`src/rtl/link_pkg.sv`:
```
// Shared packet geometry, packet types, link FSM states and packet helpers
// for the board-to-board serial link.
package link_pkg;

    localparam int unsigned PKT_LEN   = 208;
    localparam int unsigned BOARD_W   = 162;
    localparam logic [7:0]  SYNC_BYTE = 8'hA5;

    // Field positions inside a packet
    localparam int unsigned SYNC_MSB  = 207;
    localparam int unsigned SYNC_LSB  = 200;
    localparam int unsigned TYPE_MSB  = 199;
    localparam int unsigned TYPE_LSB  = 198;
    localparam int unsigned SEQ_MSB   = 197;
    localparam int unsigned SEQ_LSB   = 190;
    localparam int unsigned BOARD_MSB = 189;
    localparam int unsigned BOARD_LSB = 28;
    localparam int unsigned CSUM_MSB  = 7;
    localparam int unsigned CSUM_LSB  = 0;

    typedef enum logic [1:0] {
        PKT_BOARD = 2'b01,
        PKT_ACK   = 2'b10
    } pkt_type_t;

    typedef enum logic [2:0] {
        ST_IDLE,
        ST_LOCAL_TURN,
        ST_SEND_BOARD,
        ST_WAIT_TX,
        ST_WAIT_ACK,
        ST_WAIT_REMOTE,
        ST_SEND_ACK,
        ST_ERROR
    } link_state_t;

    // XOR of every byte above the checksum byte
    function automatic logic [7:0] pkt_checksum(input logic [PKT_LEN-1:0] pkt);
        logic [7:0] c;
        c = '0;
        for (int unsigned i = 1; i < PKT_LEN / 8; i++) begin
            c = c ^ pkt[i*8 +: 8];
        end
        return c;
    endfunction

    function automatic logic [PKT_LEN-1:0] build_pkt(
        input pkt_type_t          ptype,
        input logic [7:0]         seq,
        input logic [BOARD_W-1:0] board
    );
        logic [PKT_LEN-1:0] p;
        p = '0;
        p[SYNC_MSB:SYNC_LSB]   = SYNC_BYTE;
        p[TYPE_MSB:TYPE_LSB]   = ptype;
        p[SEQ_MSB:SEQ_LSB]     = seq;
        p[BOARD_MSB:BOARD_LSB] = board;
        p[CSUM_MSB:CSUM_LSB]   = pkt_checksum(p);
        return p;
    endfunction

endpackage

```
`src/rtl/link_pkt_parse.sv`:
```
// Combinational decode and validation of a received link packet.
module link_pkt_parse
    import link_pkg::*;
(
    input  logic [PKT_LEN-1:0] rx_pkt,
    output logic               is_valid,
    output logic               is_board,
    output logic               is_ack,
    output logic [7:0]         seq,
    output logic [BOARD_W-1:0] board
);

    logic [1:0] pkt_type;
    logic       sync_ok;
    logic       type_ok;
    logic       csum_ok;

    // Field extraction and validity (sync, known type, checksum)
    always_comb begin
        pkt_type = rx_pkt[TYPE_MSB:TYPE_LSB];
        sync_ok  = (rx_pkt[SYNC_MSB:SYNC_LSB] == SYNC_BYTE);
        type_ok  = (pkt_type == PKT_BOARD) || (pkt_type == PKT_ACK);
        csum_ok  = (rx_pkt[CSUM_MSB:CSUM_LSB] == pkt_checksum(rx_pkt));
        is_valid = sync_ok && type_ok && csum_ok;
        is_board = is_valid && (pkt_type == PKT_BOARD);
        is_ack   = is_valid && (pkt_type == PKT_ACK);
        seq      = rx_pkt[SEQ_MSB:SEQ_LSB];
        board    = rx_pkt[BOARD_MSB:BOARD_LSB];
    end

endmodule

```
`src/rtl/turn_link_ctrl.sv`:
```
// Turn sequencing over the serial board link: sends local boards, waits for
// ACKs with timeout/retry, accepts and ACKs remote boards.
module turn_link_ctrl
    import link_pkg::*;
#(
    parameter int unsigned TIMEOUT_CYCLES = 65_000_000,
    parameter int unsigned MAX_RETRY      = 3
) (
    input  logic               clk_in,
    input  logic               rst_in,
    input  logic               my_color,
    input  logic               local_move_valid,
    input  logic [BOARD_W-1:0] local_board,
    input  logic               tx_busy,
    output logic               tx_start,
    output logic [PKT_LEN-1:0] tx_pkt,
    input  logic               rx_valid,
    input  logic [PKT_LEN-1:0] rx_pkt,
    output logic               remote_board_valid,
    output logic [BOARD_W-1:0] remote_board,
    output logic               my_turn,
    output logic               link_error
);

    logic               p_valid, p_board, p_ack;
    logic [7:0]         p_seq;
    logic [BOARD_W-1:0] p_brd;

    link_pkt_parse u_parse (
        .rx_pkt   (rx_pkt),
        .is_valid (p_valid),
        .is_board (p_board),
        .is_ack   (p_ack),
        .seq      (p_seq),
        .board    (p_brd)
    );

    link_state_t        state_q, state_d;
    link_state_t        ack_ret_q, ack_ret_d;
    logic [7:0]         tx_seq_q, tx_seq_d;
    logic [7:0]         exp_rx_seq_q, exp_rx_seq_d;
    logic [7:0]         last_rx_seq_q, last_rx_seq_d;
    logic [7:0]         retry_q, retry_d;
    logic [31:0]        timer_q, timer_d;
    logic [BOARD_W-1:0] local_board_q, local_board_d;
    logic               tx_is_ack_q, tx_is_ack_d;
    logic               busy_seen_q, busy_seen_d;
    logic               tx_start_q, tx_start_d;
    logic [PKT_LEN-1:0] tx_pkt_q, tx_pkt_d;
    logic               remote_board_valid_q, remote_board_valid_d;
    logic [BOARD_W-1:0] remote_board_q, remote_board_d;
    logic               my_turn_q, my_turn_d;
    logic               link_error_q, link_error_d;

    logic rx_new;
    logic rx_dup;
    logic rx_ack_ok;
    logic accept;

    // Next-state and next-output computation for the link FSM
    always_comb begin
        state_d              = state_q;
        ack_ret_d            = ack_ret_q;
        tx_seq_d             = tx_seq_q;
        exp_rx_seq_d         = exp_rx_seq_q;
        last_rx_seq_d        = last_rx_seq_q;
        retry_d              = retry_q;
        timer_d              = timer_q;
        local_board_d        = local_board_q;
        tx_is_ack_d          = tx_is_ack_q;
        busy_seen_d          = busy_seen_q;
        tx_start_d           = 1'b0;
        tx_pkt_d             = tx_pkt_q;
        remote_board_valid_d = 1'b0;
        remote_board_d       = remote_board_q;
        accept               = 1'b0;

        rx_new    = rx_valid && p_board && (p_seq == exp_rx_seq_q);
        rx_dup    = rx_valid && p_board && (p_seq == last_rx_seq_q);
        rx_ack_ok = rx_valid && p_ack && (p_seq == tx_seq_q);

        case (state_q)
            ST_IDLE: begin
                state_d = my_color ? ST_WAIT_REMOTE : ST_LOCAL_TURN;
            end
            ST_LOCAL_TURN: begin
                if (local_move_valid) begin
                    local_board_d = local_board;
                    tx_seq_d      = tx_seq_q + 8'd1;
                    retry_d       = '0;
                    state_d       = ST_SEND_BOARD;
                end else if (rx_dup) begin
                    // Our ACK was lost before we moved: re-ACK, keep the turn
                    ack_ret_d = ST_LOCAL_TURN;
                    state_d   = ST_SEND_ACK;
                end
            end
            ST_SEND_BOARD: begin
                if (!tx_busy) begin
                    tx_pkt_d    = build_pkt(PKT_BOARD, tx_seq_q, local_board_q);
                    tx_start_d  = 1'b1;
                    tx_is_ack_d = 1'b0;
                    busy_seen_d = 1'b0;
                    state_d     = ST_WAIT_TX;
                end
            end
            ST_WAIT_TX: begin
                timer_d = '0;
                if (tx_busy) begin
                    busy_seen_d = 1'b1;
                end else if (busy_seen_q) begin
                    state_d = tx_is_ack_q ? ack_ret_q : ST_WAIT_ACK;
                end
            end
            ST_WAIT_ACK: begin
                timer_d = timer_q + 32'd1;
                if (rx_ack_ok) begin
                    state_d = ST_WAIT_REMOTE;
                end else if (rx_new) begin
                    accept = 1'b1;
                end else if (timer_q == 32'(TIMEOUT_CYCLES - 1)) begin
                    if (retry_q < 8'(MAX_RETRY)) begin
                        retry_d = retry_q + 8'd1;
                        state_d = ST_SEND_BOARD;
                    end else begin
                        state_d = ST_ERROR;
                    end
                end
            end
            ST_WAIT_REMOTE: begin
                if (rx_new) begin
                    accept = 1'b1;
                end else if (rx_dup) begin
                    // Duplicate after we already moved: re-ACK, stay waiting
                    ack_ret_d = ST_WAIT_REMOTE;
                    state_d   = ST_SEND_ACK;
                end
            end
            ST_SEND_ACK: begin
                if (!tx_busy) begin
                    tx_pkt_d    = build_pkt(PKT_ACK, last_rx_seq_q, '0);
                    tx_start_d  = 1'b1;
                    tx_is_ack_d = 1'b1;
                    busy_seen_d = 1'b0;
                    state_d     = ST_WAIT_TX;
                end
            end
            ST_ERROR: begin
                state_d = ST_ERROR;
            end
            default: begin
                state_d = ST_IDLE;
            end
        endcase

        // New remote board (explicit in WAIT_REMOTE or implicit ACK in WAIT_ACK)
        if (accept) begin
            remote_board_d       = p_brd;
            remote_board_valid_d = 1'b1;
            last_rx_seq_d        = p_seq;
            exp_rx_seq_d         = exp_rx_seq_q + 8'd1;
            ack_ret_d            = ST_LOCAL_TURN;
            state_d              = ST_SEND_ACK;
        end

        my_turn_d    = (state_d == ST_LOCAL_TURN);
        link_error_d = (state_d == ST_ERROR);
    end

    // State and registered outputs, synchronous active-high reset
    always_ff @(posedge clk_in) begin
        if (rst_in) begin
            state_q              <= ST_IDLE;
            ack_ret_q            <= ST_LOCAL_TURN;
            tx_seq_q             <= '0;
            exp_rx_seq_q         <= 8'd1;
            last_rx_seq_q        <= '0;
            retry_q              <= '0;
            timer_q              <= '0;
            local_board_q        <= '0;
            tx_is_ack_q          <= 1'b0;
            busy_seen_q          <= 1'b0;
            tx_start_q           <= 1'b0;
            tx_pkt_q             <= '0;
            remote_board_valid_q <= 1'b0;
            remote_board_q       <= '0;
            my_turn_q            <= 1'b0;
            link_error_q         <= 1'b0;
        end else begin
            state_q              <= state_d;
            ack_ret_q            <= ack_ret_d;
            tx_seq_q             <= tx_seq_d;
            exp_rx_seq_q         <= exp_rx_seq_d;
            last_rx_seq_q        <= last_rx_seq_d;
            retry_q              <= retry_d;
            timer_q              <= timer_d;
            local_board_q        <= local_board_d;
            tx_is_ack_q          <= tx_is_ack_d;
            busy_seen_q          <= busy_seen_d;
            tx_start_q           <= tx_start_d;
            tx_pkt_q             <= tx_pkt_d;
            remote_board_valid_q <= remote_board_valid_d;
            remote_board_q       <= remote_board_d;
            my_turn_q            <= my_turn_d;
            link_error_q         <= link_error_d;
        end
    end

    assign tx_start           = tx_start_q;
    assign tx_pkt             = tx_pkt_q;
    assign remote_board_valid = remote_board_valid_q;
    assign remote_board       = remote_board_q;
    assign my_turn            = my_turn_q;
    assign link_error         = link_error_q;

endmodule
```
`config.mk`:
```
export PLATFORM = sky130hd
export DESIGN_NAME = turn_link_ctrl
export DESIGN_NICKNAME = d
export VERILOG_FILES = /design/src/rtl/link_pkg.sv /design/src/rtl/link_pkt_parse.sv /design/src/rtl/turn_link_ctrl.sv
export SDC_FILE = /design/constraint.sdc
export NUM_CORES = 1
export LEC_CHECK = 0
export CORE_AREA = 2 2 292 294
export CTS_BUF_LIST = sky130_fd_sc_hd__clkbuf_2
export CTS_CLUSTER_DIAMETER = 50
export DETAILED_ROUTE_END_ITERATION = 6
export DIE_AREA = 0 0 294 296
export PLACE_DENSITY_LB_ADDON = 0.25
export SLEW_MARGIN = 20
export SYNTH_ARGS = -nofsm -noshare
export SYNTH_HDL_FRONTEND = slang
export SYNTH_SLANG_ARGS = --single-unit
```
`constraint.sdc`:
```
create_clock -name clk_in -period 5.7 [get_ports clk_in]
set_input_delay 1.14 -clock clk_in [delete_from_list [all_inputs] [get_ports clk_in]]
set_output_delay 1.14 -clock clk_in [all_outputs]
set_load 0.02 [all_outputs]
```
# Word-level counts from Yosys, hierarchy flattened
# Index checks and enable logic that the tools add are counted.
# totals
reg_bits	608
elab_cells	163
output_inout_bits	374
# op_classes
mux	39
n_reduce_logical	24
n_bitwise	49
n_eq_ne	30
addsub	4
order_cmp	1
# ops
operator	n
two-way mux 208 bit	2
case mux 208 bit (2 select lines)	1
XOR 8 bit	45
case mux 32 bit (2 select lines)	1
two-way mux 3 bit	17
two-way mux 8 bit	5
adder 32 x 1 -> 32 bit (second input constant)	1
equality test 32 x 26 -> 1 bit (second input constant)	1
equality test 8 bit	4
inequality test 2 bit (second input constant)	13
adder 8 x 1 -> 8 bit (second input constant)	3
case mux 3 bit (7 select lines)	1
case mux 8 bit (2 select lines)	1
equality test 3 bit (second input constant)	5
nonzero test 2 bit	5
logical AND 1 bit	9
equality test 8 bit (second input constant)	1
less-than comparator 8 x 2 -> 1 bit (second input constant)	1
inverter 4 bit	2
XOR 8 x 7 -> 8 bit	1
two-way mux 1 bit	7
equality test 3 x 1 -> 1 bit (second input constant)	2
equality test 3 x 2 -> 1 bit (second input constant)	2
case mux 1 bit (2 select lines)	3
other kinds (11)	14

# Depth between registers and ports, before layout
# Gate-level depths: netlist of the first run.
# depth
ltp_word	34
ltp_mapped	12
depth_no_buf	10

# Modules after synthesis
# From an unflattened synthesis of the first run, not the netlist that was laid out.
# hier_totals
cells_unflattened	3242
area_unflattened_um2	26345.3
# modules_own_cells
module	cells_each	instances	area_each_um2
turn_link_ctrl	2873	1	23109.7
link_pkt_parse	369	1	3235.6

# Worst setup path before layout of the first run
# Ideal clock, no wire load.
# synth_path
path_type	input -> register
start	in rx_pkt[196]
end	reg remote_board_q[119] (netlist: remote_board[119])
arrival_ps	3902
path_slack_ps	1666
cell_stages	12
required_time_ps	5568
path_buffers	4
setup_time_ps	132
cell_sequence	clkbuf_1 xnor2_1 xnor2_1 xnor3_1 xnor3_1 or4b_1 or4_1 buf_2 buf_6 buf_4 nand2_1 a21oi_1
# synth_via
elab_chain_cells	10
word_cells_on_any_way	15
# synth_rtl
element	line_no	text
start, declared	turn_link_ctrl.sv:18	input logic [PKT_LEN-1:0] rx_pkt,
XOR 8 bit (2 in a row)	link_pkg.sv:42	c = c ^ pkt[i*8 +: 8];
equality test 8 bit	link_pkt_parse.sv:23	csum_ok = (rx_pkt[CSUM_MSB:CSUM_LSB] == pkt_checksum(rx_pkt));
logical AND 1 bit	link_pkt_parse.sv:24	is_valid = sync_ok && type_ok && csum_ok;
logical AND 1 bit	link_pkt_parse.sv:25	is_board = is_valid && (pkt_type == PKT_BOARD);
logical AND 1 bit (2 in a row)	turn_link_ctrl.sv:78	rx_new = rx_valid && p_board && (p_seq == exp_rx_seq_q);
two-way mux 1 bit	turn_link_ctrl.sv:119, turn_link_ctrl.sv:131	
two-way mux 1 bit	turn_link_ctrl.sv:117	if (rx_ack_ok) begin
case mux 1 bit (2 select lines) *	turn_link_ctrl.sv:82	case (state_q)
end signal, assigned	turn_link_ctrl.sv:203	remote_board_q <= remote_board_d;
end, declared	turn_link_ctrl.sv:51	logic [BOARD_W-1:0] remote_board_q, remote_board_d;
# Mark *: on every way between the ends. The rest lies on a longest branch, timed or not.
# A chain may end at the register's enable or synchronous reset.

# Final worst setup path of the first run
# layout_path
start	in rx_pkt[197]
end	reg remote_board_q[20] (netlist: remote_board[20])
# The elaborated chain is that of the path after synthesis.

==> results of run 1 <==
==> power breakdown <==
part	internal [W]	switching [W]	total [W]
Clock	0.00133	0.00190	0.00323
Combinational	0.00123	0.00169	0.00292
Sequential	0.00423	0.000207	0.00443
Total	0.00679	0.00379	0.0106
==> area by class of cell <==
cell class,count,area (sq um),share of cell area (%)
multi-input combinational,2266,12240,35.66
sequential,578,11570,33.71
timing repair buffer,751,7545,21.98
tap,1090,1364,3.973
clock buffer,256,1281,3.733
clock inverter,43,275.3,0.8020
inverter,6,27.53,0.08020
antenna,8,20.02,0.05832
==> worst paths after layout <==
check,endpoint
worst min register to register,tx_pkt[145]
worst min-delay path,remote_board_valid
worst max-delay path,remote_board[20]
worst max register to register,remote_board[41]
==> per-layer routing <==
layer  vias to the layer above  global-route usage, %
met5                         -                      0
met1                     11015                  27.51
met2                       734                  37.26
met4                        12                  6.931
met3                       137                  7.652
li1                      11575                      -
==> cell usage in the layout (no fill, tap or decap), types with 9 or more instances in the layout <==
cell,n
buf_4,19
clkinv_1,26
a221oi_1,11
and3_1,14
nand2b_1,9
xnor3_1,16
nand3_1,195
xor2_1,60
xnor2_1,306
nand2_1,872
and2_1,12
nand4_1,16
nor2_1,72
clkdlybuf4s50_1,724
o21ai_0,12
dfxtp_1,578
o21a_1,11
conb_1,24
clkbuf_2,256
a21oi_1,525
nor3_1,17
nor4_1,10
==> worst max-delay path: cells and delay by family <==
| kind | cells | cell delay, ns |
|---|---|---|
| buf+inv | 2 | 1.06 |
| xor+xnor | 4 | 1.39 |
| compound gates | 1 | 0.07 |
| simple gates | 3 | 1.42 |
==> cell families (layout without fill, tap and decap cells) <==
kind of cell | Yosys count | after routing | synth area share, %
compound gates | 584 | 584 | 12.34
xor+xnor | 382 | 382 | 14.36
fa+ha+maj | 6 | 6 | 0.3024
buf+inv | 253 | 1056 | 4.606
flops | 578 | 578 | 46.60
mux | 5 | 5 | 0.2217
other cells | 1 | 32 | 0.01510
simple gates | 1265 | 1265 | 21.55
==> registers in the layout, indices dropped and copies added, names as in the netlist, 3 cells and up <==
signal	flops
exp_rx_seq_q	8
last_rx_seq_q	8
local_board_q	162
remote_board	162
retry_q	8
state_q	3
timer_q	32
tx_pkt	181
tx_seq_q	8
==> metrics by stage <==
| stage | util (%) | area (sq um) |
|---|---|---|
| finish | 40.76 | 34320 |
| global route | 40.75 | 34320 |
| CTS | 40.74 | 34300 |
| detailed placement | 38.89 | 32750 |
| global placement | 38.89 | 32750 |
| floorplan | - | 24920 |
==> results by group, run 1 <==
Run status
  • Status: complete, no violations

Min path
  • Worst hold stages: 2
  • Worst min-delay path startpoint: rst_in
  • Hold Path Class: in2reg

Timing
  • Setup skew after layout: 0.1331 ns
  • Final Hold Vio Count: 0
  • Final setup vio count: 0
  • Worst-margin pin slew: 1.372 ns
  • Slew headroom: 8.510%
  • PnR worst setup slack: 1.563 ns
  • Hold Worst Slack: 0.2235 ns
  • Slew Viols, Final: 0
  • RSZ-0062 raised after global routing: false
  • Min Tclk post-route: 4.137 ns
  • Setup TNS: 0 ns
  • FMAX: 241.7 MHz
  • Period utilization: 72.59%

Clock network
  • CTS Root Cell: clkbuf_2
  • Max H-tree Level: 4
  • Post-CTS Hold Buffers: 0
  • CTS buffer count: 165
  • Clk_lat worst skew: 1.41 ns
  • CTS tree: yes
  • Clock Pin Slew Worst Setup and Hold Paths: 0.09 ns
  • CTS Buffer Depth: 3
  • # Post-CTS Setup Buffers: 0
  • CTS sink cnt: 578
  • CTS-repair resized insts: 0

Worst setup path
  • Arrival @ worst endpoint: 5.27 ns
  • Worst setup SP type: input pin
  • Origin of the worst setup path: rx_pkt[197]
  • Worst path max stage delay: 0.77 ns
  • Critical-path top delay cell: clkdlybuf4s50_1
  • Top cell by count, worst path: xnor2_1
  • FF-to-FF setup slack: 2.28 ns
  • Worst path cell trace: clkdlybuf4s50_1 -> xnor2_1 -> xnor2_1 -> xnor2_1 -> xnor3_1 -> or4b_1 -> or4_4 -> buf_12 -> nand2_1 -> a21oi_1
  • Critical path required time: 6.84 ns
  • WS Path Type: in2reg
  • Setup crit end kind: flip-flop
  • CP Max Fanout: 162
  • Reg2Reg Launch Point: exp_rx_seq_q[5]
  • R2R depth: 9

Place
  • Placed insts: 4691
  • Hpwl dp: 73.17 mm
  • Worst slack at placement: 0.2478 ns
  • Gpl congestion: 0.9504
  • Port Buffers: 725

Floorplan
  • IO Pins: 750
  • Core Box Area: 0.08421 sq mm
  • Die Ht: 296 um
  • Num rows: 107
  • Die ar.: 0.08702 sq mm
  • Die X: 294 um
  • Initial core utilization: 29.48%

Yosys
  • Area fraction of the dominant cell type after synthesis: 46.60%
  • Post-synth EDFFs: 0
  • Main synth FF type: dfxtp_1
  • Syn_area_per_cell: 8.077 sq um
  • Cells after Synth: 3074
  • Most common cell in the netlist: nand2_1
  • Post-synth ARST share: 0%
  • Part of the Yosys area used for sequential elements: 46.60%
  • Commonest cells post-synth: nand2_1 (873), dfxtp_1 (578), a21oi_1 (525), xnor2_1 (306), nand3_1 (196)
  • Yosys cell types: 52
  • Post-Syn Area: 0.02483 sq mm
  • Top post-synthesis cells by area: dfxtp_1 (47%), nand2_1 (13%), xnor2_1 (11%), a21oi_1 (11%), nand3_1 (4.0%)
  • Ys Warns: 0
  • Yosys reg bits: 578
  • Synth area leader: dfxtp_1

Cells and area
  • Nets: 4150
  • Layout fillers: 8694
  • Post-route insts no fill: 4998
  • Area delta synth->final: 38.24%
  • Share of layout cells above drive strength 1: 8.205%

Route
  • M1 wire length: 42.91 mm
  • Met2 wire length: 48.54 mm
  • Metal3 WL: 7.850 mm
  • Via density: 4.696
  • Residual DRC: 0
  • DRT iter0 DRCs: 1459
  • Highest Signal Layer: met5
  • Drt first pass iters: 5
  • Post-DRT Antenna Nets: 0
  • Via count: 23473
  • Routed Wire Length: 101.4 mm
  • Average wire per standard cell: 20.30 um

Power and ir drop
  • Power Density: 308.4 mW/mm^2
  • Leakage power: 11.71 nW
  • VDD IR max: 0.1851 mV
  • Total power: 0.01058 W

GRT
  • Largest net degree at the start of global routing: 216
  • Initial antenna violation count: 15
  • Vias in the first global route: 22607
  • Gr ovfl total: 0
  • First-pass GRT wire length: 146.6 mm
  • GRT Util Overall: 22.51%

Run
  • MaxCap Viol Count: 0
No activity file was read; power rests on OpenSTA's default activity.
==> run 2: changes to the inputs <==
--- a/config.mk
+++ b/config.mk
@@ -5,11 +5,11 @@
 export SDC_FILE = /design/constraint.sdc
 export NUM_CORES = 1
 export LEC_CHECK = 0
-export CORE_AREA = 2 2 292 294
+export CORE_AREA = 2 2 296 298
 export CTS_BUF_LIST = sky130_fd_sc_hd__clkbuf_2
 export CTS_CLUSTER_DIAMETER = 50
 export DETAILED_ROUTE_END_ITERATION = 6
-export DIE_AREA = 0 0 294 296
+export DIE_AREA = 0 0 298 300
 export PLACE_DENSITY_LB_ADDON = 0.25
 export SLEW_MARGIN = 20
 export SYNTH_ARGS = -nofsm -noshare
==> constraint.sdc (replaced) <==
create_clock -name clk_in -period 3.5 [get_ports clk_in]
set_input_delay 0.7 -clock clk_in [delete_from_list [all_inputs] [get_ports clk_in]]
set_output_delay 0.7 -clock clk_in [all_outputs]
set_load 0.02 [all_outputs]
==> run 2 against run 1 <==
Via count rose by 8.8%. Sequential cell count is the same. Power is 65% higher. Sequential share of layout area down 3.8 points. Die area rose by 2.7%.
==> results by group, run 2 (synthesis results as in run 1) <==
Run status
  • Status: complete, no violations

GRT
  • GRT Util Overall: 23.14% (+0.64 points)
  • Vias in the first global route: 24866 (+10%)
  • Gr ovfl total: 0 (unchanged)
  • First-pass GRT wire length: 157.7 mm (+7.5%)
  • Initial antenna violation count: 8 (-7)
  • Largest net degree at the start of global routing: 166 (-23%)

Route
  • Via density: 4.658 (-0.81%)
  • DRT iter0 DRCs: 1562 (+7.1%)
  • Routed Wire Length: 107.4 mm (+5.9%)
  • Residual DRC: 0 (unchanged)
  • Via count: 25541 (+8.8%)
  • Average wire per standard cell: 19.60 um (-3.4%)
  • Post-DRT Antenna Nets: 0 (unchanged)
  • Drt first pass iters: 5 (unchanged)

Place
  • Gpl congestion: 0.9216 (-3.0%)
  • Worst slack at placement: -0.6873 ns (-0.9351 ns)
  • Port Buffers: 725 (unchanged)
  • Hpwl dp: 77.63 mm (+6.1%)

Timing
  • Setup TNS: 0 ns (unchanged)
  • PnR worst setup slack: 0.08855 ns (-1.474 ns)
  • FMAX: 293.1 MHz
  • Worst-margin pin slew: 1.212 ns (-0.1601 ns)
  • Slew headroom: 19.19% (+11 points)
  • Slew Viols, Final: 0 (unchanged)
  • Min Tclk post-route: 3.411 ns
  • Period utilization: 97.47%
  • RSZ-0062 raised after global routing: false
  • Setup skew after layout: 0.1317 ns (-0.001393 ns)
  • Final setup vio count: 0 (unchanged)
  • Final Hold Vio Count: 0 (unchanged)

Floorplan
  • Die X: 298 um (+1.4%)
  • Die Ht: 300 um (+1.4%)
  • Core Box Area: 0.08621 sq mm (+2.4%)
  • Initial core utilization: 28.80% (-0.69 points)
  • Die ar.: 0.08940 sq mm (+2.7%)
  • Num rows: 108 (+0.93%)
  • IO Pins: 750 (unchanged)

Cells and area
  • Nets: 4599 (+11%)
  • Final core utilization: 44.88% (+4.1 points)
  • Share of layout cells above drive strength 1: 9.775% (+1.6 points)
  • Layout fillers: 8611 (-0.95%)
  • Largest register FFs: 181 (unchanged)
  • Most frequent cells in the layout: nand2_1 (872), clkdlybuf4s50_1 (724), dfxtp_1 (578)
  • Area delta synth->final: 55.82%
  • Most common cell after layout, fill and taps aside: nand2_1

Worst setup path
  • Worst setup SP type: input pin
  • Critical path required time: 4.72 ns (-2.12 ns)
  • CP Max Fanout: 55 (-66%)
  • WS Path Type: in2reg
  • Arrival @ worst endpoint: 4.63 ns (-0.64 ns)
  • Setup crit end kind: flip-flop

Power and ir drop
  • Leakage power: 13.64 nW (+17%)
  • Power Density: 451.2 mW/mm^2 (+46%)
  • Total power: 0.01746 W (+65%)
  • VDD IR max: 0.4700 mV (+150%)

Clock network
  • CTS Root Cell: clkbuf_2
  • CTS buffer count: 161 (-2.4%)
  • Max H-tree Level: 4 (unchanged)
  • CTS sink cnt: 578 (unchanged)
  • CTS tree: yes
  • Clk_lat worst skew: 1.38 ns (-0.03 ns)
  • Clock Pin Slew Worst Setup and Hold Paths: 0.09 ns (about the same)
  • CTS Buffer Depth: 3 (unchanged)
  • # Post-CTS Setup Buffers: 0 (unchanged)

Min path
  • Hold Path Class: in2reg

Run
  • MaxCap Viol Count: 0 (unchanged)
run 2: worst paths after layout:
check | cells past startpoint | from | end | slack, ns
setup reg to reg | 10 | exp_rx_seq_q[0] | remote_board[7] | 0.57
hold reg to reg | 2 | local_board_q[116] | tx_pkt[144] | 0.41
hold / removal | 4 | rx_pkt[65] | remote_board[37] | 0.20
setup / recovery | 11 | rx_pkt[190] | remote_board[31] | 0.09
run 2: timing repair:
action | in CTS | in global routing
hold buffers | 327 | 0
endpoints found under the setup margin | 0 | 0
hold endpoints to repair | 543 | 0
gates resized for setup | 0 | 0
run 2: per-stage QoR:
| stage | std cells | instance area [sq um] | hold slack [ns] |
|---|---|---|---|
| after floorplan | 3097 | 24930 | 0.4212 |
| after global placement | 4882 | 34000 | 0.4367 |
| after detailed placement | 4882 | 34000 | 0.4354 |
| after CTS | 5472 | 38660 | 0.01033 |
| after global routing | 5481 | 38680 | 0.06016 |
| final | 5483 | 38690 | 0.2008 |
run 2: final cells by class:
| type | instances | area (sq um) | share of cell area (%) |
|---|---|---|---|
| multi-input cells | 2266 | 12250 | 31.67 |
| repair buffers | 1204 | 11980 | 30.96 |
| flip-flops and latches | 578 | 11570 | 29.91 |
| well taps | 1155 | 1445 | 3.735 |
| clock buffers | 232 | 1161 | 3.001 |
| clock inverters | 31 | 227.7 | 0.5886 |
| inverters | 6 | 27.53 | 0.07115 |
| diodes | 11 | 27.53 | 0.07115 |
run 2: metal layers:
layer | track usage, % | wire [um]
met5 | 0 | 28
met4 | 9.093 | 3930
met3 | 6.554 | 7468
met2 | 38.48 | 50850
met1 | 28.26 | 45170
run 2: power by group:
group          leakage (nW)  switching, W  internal, W
clock network          1.07       0.00298      0.00198
registers              4.67      0.000324      0.00688
logic                  7.90       0.00284      0.00245
run 2: critical path: stages:
cell             delay, ns
dlygate4sd3_1         0.54
clkdlybuf4s50_1       0.47
xnor2_1               0.46
xnor2_1               0.20
xnor3_1               0.34
xnor3_1               0.39
or4b_4                0.46
or4_4                 0.61
buf_12                0.24
nand2_1               0.12
a21oi_1               0.06
==> run 3: changes to the inputs <==
--- a/config.mk
+++ b/config.mk
@@ -5,11 +5,12 @@
 export SDC_FILE = /design/constraint.sdc
 export NUM_CORES = 1
 export LEC_CHECK = 0
-export CORE_AREA = 2 2 296 298
+export ABC_AREA = 1
+export CORE_AREA = 2 2 290 292
 export CTS_BUF_LIST = sky130_fd_sc_hd__clkbuf_2
 export CTS_CLUSTER_DIAMETER = 50
 export DETAILED_ROUTE_END_ITERATION = 6
-export DIE_AREA = 0 0 298 300
+export DIE_AREA = 0 0 292 294
 export PLACE_DENSITY_LB_ADDON = 0.25
 export SLEW_MARGIN = 20
 export SYNTH_ARGS = -nofsm -noshare
==> run 3 against run 2 <==
Sequential share of layout area shrank 0.82 points. Wire length rose by 1.1%. Hold slack got worse by 0.031 ns. Sequential power hardly changed. Clock-buffer cell count increased by 10. Sequential cell count unchanged. Clock skew fell by 0.020 ns. Final cell count up 6.3%.
==> results by group, run 3 <==
Run status
  • Status: complete, no violations

Timing
  • Final Hold Vio Count: 0 (unchanged)
  • Worst-margin pin slew: 1.011 ns (-0.2010 ns)
  • Setup skew after layout: 0.1115 ns (-0.02016 ns)
  • Final setup vio count: 0 (unchanged)
  • Slew Viols, Final: 0 (unchanged)
  • Hold Worst Slack: 0.1696 ns (-0.03119 ns)
  • FMAX: 305.1 MHz (+4.1%)
  • Period utilization: 93.64% (-3.8 points)
  • Min Tclk post-route: 3.277 ns (-0.1341 ns)
  • RSZ-0062 raised after global routing: false
  • Slew headroom: 32.59% (+13 points)

Yosys
  • Most common cell in the netlist: nand2_1
  • Synth area leader: dfxtp_1
  • Post-synth EDFFs: 0 (unchanged)
  • Post-synth ARST share: 0% (unchanged)
  • Yosys reg bits: 578 (unchanged)
  • Commonest cells post-synth: nand2_1 (875), dfxtp_1 (578), nor2_1 (386), a21oi_1 (225), inv_1 (210)
  • Main synth FF type: dfxtp_1
  • Cells after Synth: 3358 (+9.2%)
  • Post-Syn Area: 0.02537 sq mm (+2.2%)
  • Area fraction of the dominant cell type after synthesis: 45.61% (-1.0 points)
  • Syn_area_per_cell: 7.555 sq um (-6.5%)
  • Part of the Yosys area used for sequential elements: 45.61% (-1.0 points)
  • Top post-synthesis cells by area: dfxtp_1 (46%), nand2_1 (13%), xnor2_1 (5.9%), nor2_1 (5.7%), a21oi_1 (4.4%)
  • Yosys cell types: 53 (+1.9%)
  • Ys Warns: 0 (unchanged)

Clock network
  • Clock Pin Slew Worst Setup and Hold Paths: 0.11 ns (+0.02 ns)
  • Clk_lat worst skew: 1.38 ns (about the same)
  • Max H-tree Level: 4 (unchanged)
  • # Post-CTS Setup Buffers: 0 (unchanged)
  • CTS Buffer Depth: 3 (unchanged)
  • CTS tree: yes
  • CTS sink cnt: 578 (unchanged)
  • CTS buffer count: 163 (+1.2%)
  • CTS Root Cell: clkbuf_2

Floorplan
  • Num rows: 106 (-1.9%)
  • Die X: 292 um (-2.0%)
  • IO Pins: 750 (unchanged)
  • Core Box Area: 0.08289 sq mm (-3.9%)
  • Initial core utilization: 30.61% (+1.8 points)
  • Die Ht: 294 um (-2.0%)
  • Die ar.: 0.08585 sq mm (-4.0%)

Power and ir drop
  • Clock Power Share: 30.4% (+2.0 points)
  • Reg power frac: 42.5% (+1.2 points)
  • Sw Ratio: 35.68% (+0.50 points)
  • VDD IR max: 0.2508 mV (-47%)
  • Pint: 0.01089 W (-3.7%)
  • Power Density: 425.8 mW/mm^2 (-5.6%)
  • Leakage power: 16.08 nW (+18%)
  • Combinational share of power: 27.1% (-3.2 points)
  • Psw: 0.006044 W (-1.6%)

Route
  • Average wire per standard cell: 18.63 um (-4.9%)
  • Via density: 4.599 (-1.3%)
  • Post-DRT Antenna Nets: 0 (unchanged)
  • DRT iter0 DRCs: 1442 (-7.7%)
  • Routed Wire Length: 108.6 mm (+1.1%)
  • Residual DRC: 0 (unchanged)
  • Via count: 26801 (+4.9%)
  • Drt first pass iters: 5 (unchanged)

Place
  • Dpl cell area: 0.03501 sq mm (+3.0%)
  • Gpl congestion: 0.9169 (-0.51%)
  • Port Buffers: 725 (unchanged)
  • Hpwl dp: 80.57 mm (+3.8%)

Worst setup path
  • Number of buffers and inverters on the critical path: 1 (-2)
  • Setup crit end kind: primary output
  • CP Max Fanout: 2 (-96%)
  • Critical-path top delay cell: clkdlybuf4s50_1
  • Critical path required time: 2.80 ns (-1.92 ns)
  • Worst setup SP type: flip-flop
  • Arrival @ worst endpoint: 2.58 ns (-2.05 ns)
  • Top delay family on crit path: buffers and inverters
  • Worst path cell trace: clkdlybuf4s50_1
  • Origin of the worst setup path: tx_pkt[81]
  • Worst path max stage delay: 0.83 ns (+0.22 ns)
  • Reg2Reg Launch Point: state_q[1]
  • WS Path Type: reg2out

GRT
  • Initial antenna violation count: 16 (+8)
  • Met3 usage: 7.817% (+1.3 points)
  • GRT met1 Usage: 29.24% (+0.98 points)
  • Met2 GRT Util: 41.31% (+2.8 points)
  • Largest net degree at the start of global routing: 169 (+1.8%)
  • Vias in the first global route: 26090 (+4.9%)
  • Gr ovfl total: 0 (unchanged)
  • GRT Util Overall: 24.54% (+1.4 points)
  • GR peak layer: met2
  • First-pass GRT wire length: 160.3 mm (+1.7%)

Cells and area
  • Area delta synth->final: 56.80%
  • Most common cell after layout, fill and taps aside: nand2_1
  • Most frequent cells in the layout: nand2_1 (874), clkdlybuf4s50_1 (721), dfxtp_1 (578)
  • Final core utilization: 47.99% (+3.1 points)
  • Sequential Area: 0.01157 sq mm (unchanged)
  • Area of the multi-input gates: 0.01210 sq mm (-1.3%)
  • Fin area: 0.03978 sq mm (+2.8%)
  • Share of layout cells above drive strength 1: 10.73% (+0.95 points)
  • Nets: 4990 (+8.5%)
  • Layout fillers: 8164 (-5.2%)
  • Largest register FFs: 181 (unchanged)

Min path
  • Hold Path Class: in2reg
  • Worst min-delay path startpoint: rx_pkt[96]

Run
  • MaxCap Viol Count: 0 (unchanged)
[run 3: what timing repair did]
action | 4_1_cts | 5_1_grt
pin swaps | 0 | 0
endpoints found under the hold margin | 374 | 0
endpoints found under the setup margin | 3 | 41
resized for setup | 3 | 1
hold buffers | 321 | 0
[run 3: path summary, 6_finish.rpt]
check | to | cells past startpoint | slack (ns)
max reg2reg | timer_q[30] | 15 | 0.50
max | tx_pkt[81] | 1 | 0.22
min reg2reg | tx_pkt[176] | 2 | 0.43
min | remote_board[68] | 3 | 0.17
[run 3: power groups by stage]
| stage | Combinational, W | Clock (W) | Sequential [W] |
|---|---|---|---|
| after floorplan | 0.00246 | 0 | 0.00731 |
| after global placement | 0.00425 | 0 | 0.00735 |
| after detailed placement | 0.00429 | 0 | 0.00736 |
| after CTS | 0.00462 | 0.00534 | 0.00721 |
| after global routing | 0.00502 | 0.00571 | 0.00725 |
| final | 0.00459 | 0.00515 | 0.00720 |
[run 3: area by class of cell]
class / count / area share, %
antenna: 13 / 0.08177
inverter: 232 / 2.239
sequential: 578 / 29.09
clock buffer: 242 / 3.045
timing repair buffer: 1252 / 30.96
tap: 1080 / 3.397
multi-input combinational: 2381 / 30.40
clock inverter: 50 / 0.7863
[run 3: cells by family (layout without fill, tap and decap cells)]
kind of cell / after synthesis / after routing / synth area share (%)
other cells: 1 / 37 / 0.01478
compound gates: 641 / 641 / 14.63
simple gates: 1431 / 1431 / 22.68
flops: 578 / 578 / 45.61
fa+ha+maj: 6 / 6 / 0.2959
buf+inv: 422 / 1776 / 7.146
xor+xnor: 279 / 279 / 9.632
[run 3: metrics by stage]
| stage | setup TNS [ns] | setup slack (ns) | std cells | total power (W) |
|---|---|---|---|---|
| after CTS | 0 | 0.03561 | 5815 | 0.01717 |
| after detailed placement | -140.70 | -0.7916 | 5202 | 0.01164 |
| final | 0 | 0.2226 | 5828 | 0.01694 |
| after global routing | 0 | 0.01840 | 5823 | 0.01798 |
| after global placement | -139.02 | -0.7687 | 5202 | 0.01160 |
| after floorplan | 0 | 0.4809 | 3381 | 0.009774 |
[run 3: layer usage]
metal,vias to the layer above,wire length (um)
li1,13409,-
met1,12323,45160
met2,865,51680
met3,188,8364
met4,16,3286
met5,-,108
